## config.mk

```make
export PLATFORM = sky130hd
export DESIGN_NAME = bram_port_arbiter
export DESIGN_NICKNAME = d
export VERILOG_FILES = /design/src/rtl/bram_port_arbiter.sv
export SDC_FILE = /design/constraint.sdc
export NUM_CORES = 1
export LEC_CHECK = 0
export ABC_AREA = 1
export ABC_CLOCK_PERIOD_IN_PS = 3550
export CORE_ASPECT_RATIO = 0.7
export CORE_MARGIN = 5
export CORE_UTILIZATION = 27
export CTS_CLUSTER_SIZE = 30
export DETAILED_ROUTE_END_ITERATION = 7
export PLACE_DENSITY = 0.84
export SYNTH_ARGS = -nofsm -noshare
export SYNTH_HDL_FRONTEND = slang
export SYNTH_SLANG_ARGS = --single-unit
export TNS_END_PERCENT = 20
```

## constraint.sdc

```tcl
create_clock -name clka -period 3.55 [get_ports clka]
set_clock_uncertainty 0.05 [all_clocks]
set_input_delay 0.71 -clock clka [delete_from_list [all_inputs] [get_ports clka]]
set_output_delay 0.71 -clock clka [all_outputs]
set_load 0.05 [all_outputs]
```

## src/rtl/bram_port_arbiter.sv

```systemverilog
// Shares one single-port image BRAM between the loader write stream and the window-fetch
// read stream. Arbitration is bounded-burst round-robin with a one-cycle idle at each handoff.
module bram_port_arbiter #(
  parameter int unsigned ADDR_WIDTH = 18,
  parameter int unsigned BIT_WIDTH  = 8,
  parameter int unsigned BURST_LEN  = 4
) (
  input  logic                  clka,
  input  logic                  rsta_n,
  input  logic                  w_valid,
  output logic                  w_ready,
  input  logic [ADDR_WIDTH-1:0] w_addr,
  input  logic [BIT_WIDTH-1:0]  w_data,
  input  logic                  r_valid,
  output logic                  r_ready,
  input  logic [ADDR_WIDTH-1:0] r_addr,
  output logic                  r_dvalid,
  output logic [BIT_WIDTH-1:0]  r_data,
  output logic                  bram_ena,
  output logic                  bram_wea,
  output logic [ADDR_WIDTH-1:0] bram_addra,
  output logic [BIT_WIDTH-1:0]  bram_dina,
  input  logic [BIT_WIDTH-1:0]  bram_douta
);

  localparam int unsigned CntW = (BURST_LEN > 1) ? $clog2(BURST_LEN) : 1;
  localparam logic [CntW-1:0] CntLast = CntW'(BURST_LEN - 1);

  typedef enum logic [1:0] {StIdle, StGntW, StGntR} state_e;

  state_e          state_q, state_d;
  logic            last_r_q, last_r_d;  // 1: read port owned the most recent grant
  logic [CntW-1:0] beat_cnt_q, beat_cnt_d;
  logic            r_dvalid_q;
  logic            w_beat, r_beat;

  always_comb begin
    state_d    = state_q;
    last_r_d   = last_r_q;
    beat_cnt_d = beat_cnt_q;
    w_ready    = 1'b0;
    r_ready    = 1'b0;
    unique case (state_q)
      StIdle: begin
        if (w_valid && r_valid) begin
          state_d = last_r_q ? StGntW : StGntR;
        end else if (w_valid) begin
          state_d = StGntW;
        end else if (r_valid) begin
          state_d = StGntR;
        end
      end
      StGntW: begin
        w_ready = 1'b1;
        if (!w_valid) begin
          state_d    = StIdle;
          last_r_d   = 1'b0;
          beat_cnt_d = '0;
        end else if (beat_cnt_q == CntLast) begin
          // Wrap keeps an uncontended stream going without an idle slot.
          beat_cnt_d = '0;
          if (r_valid) begin
            state_d  = StIdle;
            last_r_d = 1'b0;
          end
        end else begin
          beat_cnt_d = beat_cnt_q + 1'b1;
        end
      end
      StGntR: begin
        r_ready = 1'b1;
        if (!r_valid) begin
          state_d    = StIdle;
          last_r_d   = 1'b1;
          beat_cnt_d = '0;
        end else if (beat_cnt_q == CntLast) begin
          beat_cnt_d = '0;
          if (w_valid) begin
            state_d  = StIdle;
            last_r_d = 1'b1;
          end
        end else begin
          beat_cnt_d = beat_cnt_q + 1'b1;
        end
      end
      default: state_d = StIdle;
    endcase
  end

  assign w_beat     = w_valid & w_ready;
  assign r_beat     = r_valid & r_ready;
  assign bram_ena   = w_beat | r_beat;
  assign bram_wea   = w_beat;
  assign bram_addra = (state_q == StGntW) ? w_addr : r_addr;
  assign bram_dina  = w_data;
  assign r_dvalid   = r_dvalid_q;
  assign r_data     = bram_douta;

  always_ff @(posedge clka) begin
    if (!rsta_n) begin
      state_q    <= StIdle;
      last_r_q   <= 1'b1;
      beat_cnt_q <= '0;
      r_dvalid_q <= 1'b0;
    end else begin
      state_q    <= state_d;
      last_r_q   <= last_r_d;
      beat_cnt_q <= beat_cnt_d;
      r_dvalid_q <= r_beat;
    end
  end

endmodule

```

== Word-level counts from Yosys, hierarchy flattened ==
Index checks and enable logic that the tools add are counted.

* $add $sub $neg: 1
* Equality and inequality tests: 8
* Muxes and demuxes: 25
* Bitwise operators: 3
* Reduce and logical (&&, ||, !) cells: 5

{| class="wikitable"
|+ Operator list
! cell !! number
|-
| 2-bit two-way mux || 13
|-
| 18-bit two-way mux || 1
|-
| 3-bit inequality test (second input constant) || 4
|-
| 5-bit AND reduction || 2
|-
| 1-bit two-way mux || 8
|-
| 2-bit case mux with 3 select lines || 1
|-
| 2-bit equality test (second input constant) || 2
|-
| 4-bit inequality test (second input constant) || 1
|-
| 2-bit case mux with 2 select lines || 1
|-
| 2-bit by 1-bit adder with 2-bit output (second input constant) || 1
|-
| 1-bit AND || 2
|-
| 2-bit by 1-bit equality test with 1-bit output (second input constant) || 1
|-
| 2-bit zero test || 1
|-
| 1-bit case mux with 2 select lines || 1
|-
| 2-bit nonzero test || 1
|-
| 1-bit logical AND || 1
|-
| 1-bit bitwise OR || 1
|}

* Flip-flop bits (word level): 6
* Input port bits: 56
* Logic and storage cells: 46

== Depth between registers and ports, before layout ==
Gate-level depths: netlist of the first run.

* Depth in word-level cells: 4
* Depth in mapped cells: 10
* Mapped depth without buffers: 10

== Worst setup path after synthesis of the first run ==
Ideal clock, no wire load.

* Kind: reg-to-output
* Start point: register state_q[1]
* End point: output bram_addra[0]
* Arrival time: 1807 ps
* Required time: 2790 ps
* Setup slack: 983 ps
* Cell stages (with the launch flop): 7
* Buffers on the path: 1
* Path through: dfxtp_1 -> inv_1 -> ha_1 -> clkinv_1 -> buf_2 -> nand2_1 -> nand2_1

* Cells in the longest elaborated chain, start to end: 2

{| class="wikitable"
|+ Ends and longest elaborated chain
! element !! RTL line !! text
|-
| start, declared || 31 || <nowiki>state_e state_q, state_d;</nowiki>
|-
| start signal, assigned || 101 || <nowiki>state_q <= StIdle;</nowiki>
|-
| start signal, assigned || 106 || <nowiki>state_q <= state_d;</nowiki>
|-
| 2-bit by 1-bit equality test with 1-bit output || 94 || <nowiki>assign bram_addra = (state_q == StGntW) ? w_addr : r_addr;</nowiki>
|-
| 18-bit two-way mux || 94 ||
|-
| end, declared || 21 || <nowiki>output logic [ADDR_WIDTH-1:0] bram_addra,</nowiki>
|}

No other way between the ends.

== Worst setup path after layout of the first run ==
* Start point: input r_valid
* End point: output bram_ena

* Cells in the longest elaborated chain, start to end: 2

{| class="wikitable"
|+ Ends and longest elaborated chain
! element !! RTL line !! text
|-
| start, declared || 14 || <nowiki>input logic r_valid,</nowiki>
|-
| 1-bit AND || 91 || <nowiki>assign r_beat = r_valid & r_ready;</nowiki>
|-
| 1-bit bitwise OR || 92 || <nowiki>assign bram_ena = w_beat | r_beat;</nowiki>
|-
| end, declared || 19 || <nowiki>output logic bram_ena,</nowiki>
|}

No other way between the ends.

==> results of run 1 <==
cells in the final DEF (no fill, tap or decap):
master / Yosys / layout
clkinv_1: 1 / 1
a21oi_1: 2 / 2
clkdlybuf4s50_1: 0 / 51
nand2_2: 2 / 2
nand3_1: 4 / 4
o21a_1: 1 / 1
dfxtp_1: 6 / 6
o211ai_1: 1 / 1
ha_1: 5 / 5
o21ai_0: 1 / 1
clkbuf_8: 0 / 3
inv_1: 10 / 10
nor3_1: 1 / 1
or2_2: 1 / 1
nor2_2: 1 / 1
nand2_1: 70 / 70
buf_4: 16 / 12
nand4_1: 1 / 1
nor2_1: 6 / 6
o21ai_2: 1 / 1
final cells by class:
| type | instances | area [um2] |
|---|---|---|
| clock buffers | 3 | 41.29 |
| flip-flops and latches | 6 | 120.1 |
| well taps | 34 | 42.54 |
| fillers | 258 | 1245 |
| inverters | 11 | 41.29 |
| multi-input cells | 97 | 442.9 |
| repair buffers | 63 | 600.6 |
path summary, 6_finish.rpt:
path / from / slack [ns] / endpoint
max: r_valid / 0.48 / bram_ena
min: last_r_q$_SDFFE_PN1P_ / 0.41 / last_r_q$_SDFFE_PN1P_
max reg2reg: state_q[1]$_SDFFE_PN0P_ / 2.01 / state_q[0]$_SDFFE_PN0P_
min reg2reg: last_r_q$_SDFFE_PN1P_ / 0.41 / last_r_q$_SDFFE_PN1P_
stage by stage:
stage / power, mW / util / hold WS [ns]
2_1_floorplan: 0.8525 / - / 0.3784
3_3_place_gp: 1.087 / 0.4923 / 0.3944
3_5_place_dp: 1.098 / 0.4923 / 0.4102
4_1_cts: 1.203 / 0.5086 / 0.4181
5_1_grt: 1.283 / 0.5086 / 0.4570
6_report: 1.192 / 0.5086 / 0.4113
per-layer routing:
metal,track usage,vias up
met5,0,-
met4,0.04294,0
met3,0.05410,4
met2,0.1946,38
met1,0.1524,378
li1,-,485
registers in the layout (all words and copies together), names as in the netlist:
name,count
r_dvalid,1
last_r_q,1
state_q,2
beat_cnt_q,2
Yosys cell counts (all sizes together):
| library cell | instances |
|---|---|
| nor3 | 1 |
| or2 | 1 |
| nand4 | 1 |
| inv | 10 |
| buf | 19 |
| o21ai | 2 |
| dfxtp | 6 |
| nand3 | 4 |
| nand2 | 72 |
| a21oi | 2 |
| ha | 5 |
| o21a | 1 |
| o211ai | 1 |
| clkinv | 1 |
| nor2 | 7 |
power by group:
part | internal, mW | switching, mW
registers | 0.0948 | 0.0161
clock network | 0.0729 | 0.0303
logic | 0.318 | 0.659
worst reg2reg max path, cell delays in order, from the launching register on:
cell and delay, ns:
dfxtp_1 0.34, inv_1 0.10, ha_1 0.20, buf_4 0.21
nand2_1 0.10, inv_1 0.05, nand2_1 0.07, nand2_2 0.07
nor2_2 0.10, nand2_1 0.05, nand2_1 0.05, nor2_1 0.04
logic make-up after synthesis:
group                      Yosys count  synth area share
and+or+nand+nor                     86            0.4619
DFF                                  6            0.1624
buffers and inverters               30            0.2386
adders and majority gates            5           0.08460
AOI/OAI and AO/OA                    6           0.05246
==> summary.md, run 1 <==
| Metric | Value |
|---|---|
| Status | `finished, final reports clean` |
| Cts repair resizes | `0` |
| Routed WL | `2447 um` |
| Post-DR vias/cell | `4.229` |
| Area of the die | `3902 um2` |
| Placed Area | `1247 um2` |
| Hold crit path type | `reg -> reg` |
| Clk slew on worst S/H paths | `0.03 ns` |
| Crit. End Element | `primary output` |
| Worst-skew pair later-pin latency | `0.23 ns` |
| DR iter-0 viols | `27` |
| Slowest Stage Delay on Critical Path | `approximately 0.81 ns` |
| Pre-CTS WS | `0.4797 ns` |
| Syn. warnings | `0` |
| Die Span Y | `about 54 um` |
| Crit path DAT | `2.31 ns` |
| Worst-margin pin slew | `0.5048 ns` |
| Layout cells sized above 1 | `0.1111` |
| Cell at the slowest stage of the critical path | `clkdlybuf4s50_1` |
| Top routing layer in use | `met4` |
| First-pass GRT wire length | `~3700 um` |
| RSZ-0062 raised after global routing | `false` |
| M1 WL | `between 1000 and 1500 um` |
| Hold Crit Depth | `2` |
| Post-Synthesis Cell Area | `739.5 um2` |
| PortBufs | `62` |
| Nets | `around 240` |
| Crit path kind | `in -> out` |
| Critical path's top delay family | `buffers and inverters` |
| Slew Viols, Final | `0` |
| Critical Path RT | `roughly 2.8 ns` |
| Final setup violation count | `0` |
| CTS sink count | `6` |
| Post-Layout Cell Count | `roughly 210` |
| Chip width | `slightly above 70 um` |
| DRC viols | `0` |
| IO Pins | `95` |
| TritonCTS Buffers | `3` |
| Syn Nets | `194` |
| H-tree levels | `1` |
| Initial antenna violation count | `0` |
| Max Root-Sink Buffers | `2` |
| Antenna diodes | `0` |
| Post-route cell area | `1289 um2` |
| Synthesis-to-finish area growth | `74.28%` |
| CTS tree | `built` |
| Sum of net half-perimeters after detailed placement | `2087 um` |
| Post-synthesis register bit count | `6` |
| Fmax | `325.7 MHz` |
| DRT Pass-1 Iters | `4` |
| Leading area contributor after synthesis | `nand2_1` |
| CP Max Fanout | `7` |
| Routed wl met3 | `248 um` |
| Max IR drop VDD | `0.5660 mV` |
| ANT nets after route | `0` |
| Via Count | `905` |
| Max-slew headroom | `0.6624` |
| Number of cell rows | `15` |
| Crit-path cells | `clkdlybuf4s50_1 -> nand2_1 -> nand2_1 -> clkdlybuf4s50_1` |
| Number of global-route vias before repair | `805` |
| Fin. Hold Viols | `0` |
| Cts hold-fix bufs | `0` |
| Metal2 WL | `roughly 1100 um` |
| Gpl congestion | `about 0.9` |
| Crit path depth | `4` |
| Worst Slack Setup Final | `0.4796 ns` |
| Buf+Inv Stages, Crit Path | `2` |
| Post-synth top area share | `0.3553` |
| Post-Route Setup TNS | `0 ns` |
| Initial Util | `0.2919` |
| Largest cells by area after synthesis | `nand2_1, dfxtp_1, buf_4` |
| Largest net degree at the start of global routing | `22` |
| P_leak | `0.6521 nW` |
| GR Util All Layers | `0.1241` |
| Tcrit/Tclk final | `0.8649` |
| Max Cap Viol | `0` |
| Synth Instances | `133` |
| Power Dens Cells | `924.6 nW/um2` |
| Core ar. | `2534 um2` |
| Setup crit start kind | `primary input` |
| Gr ovfl total | `0` |
| Avg Inst Size Synth | `5.560 um2` |
| Worst-case reg-to-reg path depth | `11` |
| # Post-CTS Setup Buffers | `0` |
| Inst Count DP | `211` |
| WL/cell | `around 11 um` |
| Final critical-path required period | `3.070 ns` |
| Netlist cell types | `19` |
| Root Buffer | `clkbuf_8` |
| Sequential share of the synthesized area | `0.1624` |
Note: power is estimated with default switching activity, not from simulation.
==> run 2, diff against run 1 <==
Settings changed: GPL_TIMING_DRIVEN set to 1.
==> results of run 2 <==
The final DEF is identical to that of run 1; final timing and power are the same.
==> run 3, diff against run 2 <==
Settings changed: PLACE_DENSITY 0.84 to 0.85.
==> run 3 against run 2 <==
Net effect: design area is 0.19% lower; die area stayed put; sequential share of layout area hardly changed; worst setup slack better by 0.012 ns; final cell count stayed put; fmax is 0.40% higher; critical endpoint unchanged; largest cell class unchanged; largest power group unchanged.
==> summary.md, run 3 (synthesis gave the netlist of run 1 again) <==
| Metric | Value |
|---|---|
| Worst Slack Setup Final | `0.4920 ns (was 0.4796 ns)` |
| PortBufs | `62 (unchanged)` |
| Setup crit start kind | `primary input (unchanged)` |
| Hold Crit Depth | `2 (unchanged)` |
| Hold Path Sink | `last_r_q$_SDFFE_PN1P_ (unchanged)` |
| Clk slew on worst S/H paths | `0.03 ns (about the same)` |
| CTS tree | `built (unchanged)` |
| Max Root-Sink Buffers | `2 (unchanged)` |
| Cts repair resizes | `0 (unchanged)` |
| Crit path kind | `in -> out (unchanged)` |
| Power Dens Cells | `920.1 nW/um2 (was 924.6 nW/um2)` |
| Util after Layout | `0.5077 (was 0.5086)` |
| Final setup violation count | `0 (unchanged)` |
| Nets | `243 (unchanged)` |
| Gate power share | `0.823 (was 0.820)` |
| Most frequent cells in the layout | `nand2_1, clkdlybuf4s50_1, buf_4, inv_1 (unchanged)` |
| H-tree levels | `1 (unchanged)` |
| Via Count | `875 (was 905)` |
| Clock Power Share | `0.083 (was 0.087)` |
| WL/cell | `11.06 um (was 11.43 um)` |
| Sw Share | `0.5912 (was 0.5922)` |
| Post-DR vias/cell | `4.089 (was 4.229)` |
| Post-Route Setup TNS | `0 ns (unchanged)` |
| Initial Util | `0.2919 (unchanged)` |
| Tcrit/Tclk final | `0.8614 (was 0.8649)` |
| Cell at the slowest stage of the critical path | `clkdlybuf4s50_1 (unchanged)` |
| First-pass GRT wire length | `3567 um (was 3719 um)` |
| Routed WL | `2366 um (was 2447 um)` |
| Root Buffer | `clkbuf_8 (unchanged)` |
| Min-delay src | `last_r_q$_SDFFE_PN1P_ (unchanged)` |
| # Post-CTS Setup Buffers | `0 (unchanged)` |
| Cts hold-fix bufs | `0 (unchanged)` |
| Worst-case reg-to-reg path depth | `9 (was 11)` |
| Critical Path RT | `2.79 ns (about the same)` |
| DRC viols | `0 (unchanged)` |
| CTS sink count | `6 (unchanged)` |
| Slew Viols, Final | `0 (unchanged)` |
| Antenna diodes | `0 (unchanged)` |
| Worst-margin pin slew | `0.5155 ns (was 0.5048 ns)` |
| Largest net degree at the start of global routing | `22 (unchanged)` |
| Number of cell rows | `15 (unchanged)` |
| DR iter-0 viols | `30 (was 27)` |
| Sum of net half-perimeters after detailed placement | `2035 um (was 2087 um)` |
| CP Max Fanout | `7 (unchanged)` |
| Core ar. | `2534 um2 (unchanged)` |
| Status | `finished, final reports clean (unchanged)` |
| Fmax | `327.0 MHz (was 325.7 MHz)` |
| Total power | `1.183 mW (was 1.192 mW)` |
| Crit-path cells | `clkdlybuf4s50_1 -> nand2_1 -> nand2_1 -> clkdlybuf4s50_1 (unchanged)` |
| Number of global-route vias before repair | `780 (was 805)` |
| TritonCTS Buffers | `3 (unchanged)` |
| Reg-to-reg slack, setup | `2.00 ns (was 2.01 ns)` |
| Die Span Y | `53.79 um (unchanged)` |
| RR Endpoint | `state_q[1]$_SDFFE_PN0P_ (was state_q[0]$_SDFFE_PN0P_)` |
| Routed wl met3 | `299 um (was 248 um)` |
| Max IR drop VDD | `0.3206 mV (was 0.5660 mV)` |
| GR Util All Layers | `0.1185 (was 0.1241)` |
| Worst-skew pair later-pin latency | `0.22 ns (was 0.23 ns)` |
| Max Cap Viol | `0 (unchanged)` |
| Slowest Stage Delay on Critical Path | `0.80 ns (was 0.81 ns)` |
| RSZ-0062 raised after global routing | `false (unchanged)` |
| Largest regs | `beat_cnt_q (2), state_q (2) (unchanged)` |
| Crit path DAT | `2.30 ns (was 2.31 ns)` |
| Max-slew headroom | `0.6553 (was 0.6624)` |
| Reg2reg start | `state_q[1]$_SDFFE_PN0P_ (unchanged)` |
| Internal Power | `0.4838 mW (was 0.4859 mW)` |
| Crit. End Element | `primary output (unchanged)` |
| Switching pwr | `0.6997 mW (was 0.7057 mW)` |
| M1 WL | `964 um (was 1031 um)` |
| Sequential fraction of design power | `0.094 (was 0.093)` |
| Pre-CTS WS | `0.5025 ns (was 0.4797 ns)` |
| ANT nets after route | `0 (unchanged)` |
| IO Pins | `95 (unchanged)` |
| Hold crit path type | `reg -> reg (unchanged)` |
| Most common cell after layout, fill and taps aside | `nand2_1 (unchanged)` |
| Gr ovfl total | `0 (unchanged)` |
| P_leak | `0.6531 nW (was 0.6521 nW)` |
| Metal2 WL | `1055 um (was 1144 um)` |
| Synthesis-to-finish area growth | `73.94% (was 74.28%)` |
| Gpl congestion | `0.9014 (was 0.8961)` |
| Area of the die | `3902 um2 (unchanged)` |
| Fin. Hold Viols | `0 (unchanged)` |
| Final critical-path required period | `3.058 ns (was 3.070 ns)` |
| Chip width | `72.55 um (unchanged)` |
| DRT Pass-1 Iters | `4 (unchanged)` |
| Initial antenna violation count | `0 (unchanged)` |
| Number of fill cells | `253 (was 258)` |
| Top routing layer in use | `met4 (unchanged)` |
| Layout cells sized above 1 | `0.1167 (was 0.1111)` |
-- run 3: how the worst max path moves through the flow --
stage          depth (start not counted)                    start  slack, ns       endpoint
2_1_floorplan                          6  state_q[1]$_SDFFE_PN0P_       0.98  bram_addra[0]
3_3_place_gp                           4                  r_valid       0.54       bram_ena
3_5_place_dp                           4                  r_valid       0.50       bram_ena
4_1_cts                                4                  r_valid       0.50       bram_ena
5_1_grt                                6  state_q[1]$_SDFFE_PN0P_       0.37  bram_addra[5]
6_report                               4                  r_valid       0.49       bram_ena
-- run 3: final cells by class --
cell class                      count  area, um2  share of cell area
Clock buffer                        3      41.29             0.03210
Tap cell                           34      42.54             0.03307
Inverter                           11      41.29             0.03210
Sequential cell                     6      120.1             0.09339
Timing Repair Buffer               63      598.1              0.4650
Multi-Input combinational cell     97      442.9              0.3444
-- run 3: stage by stage --
step                      instances  cell area (um2)  hold slack [ns]
after global routing            214             1286           0.4322
after CTS                       214             1286           0.4049
final                           214             1286           0.4054
after global placement          211             1245           0.3943
after detailed placement        211             1245           0.3965
after floorplan                 133            739.5           0.3784
-- run 3: power groups by stage --
stage / registers, mW / logic (mW) / clock network (mW)
CTS: 0.111 / 0.982 / 0.102
global placement: 0.111 / 0.974 / 0
floorplan: 0.114 / 0.739 / 0
detailed placement: 0.113 / 0.980 / 0
finish: 0.111 / 0.974 / 0.0985
global route: 0.115 / 1.05 / 0.109
-- run 3: layer usage --
layer	vias up	track usage
li1	485	-
met1	347	0.1413
met2	39	0.1811
met3	4	0.05224
met4	0	0.06135
met5	-	0
-- run 3: worst max-delay path, delay by kind of cell --
family	cells	cell delay (ns)
buf+inv	2	1.39
simple gates	2	0.20
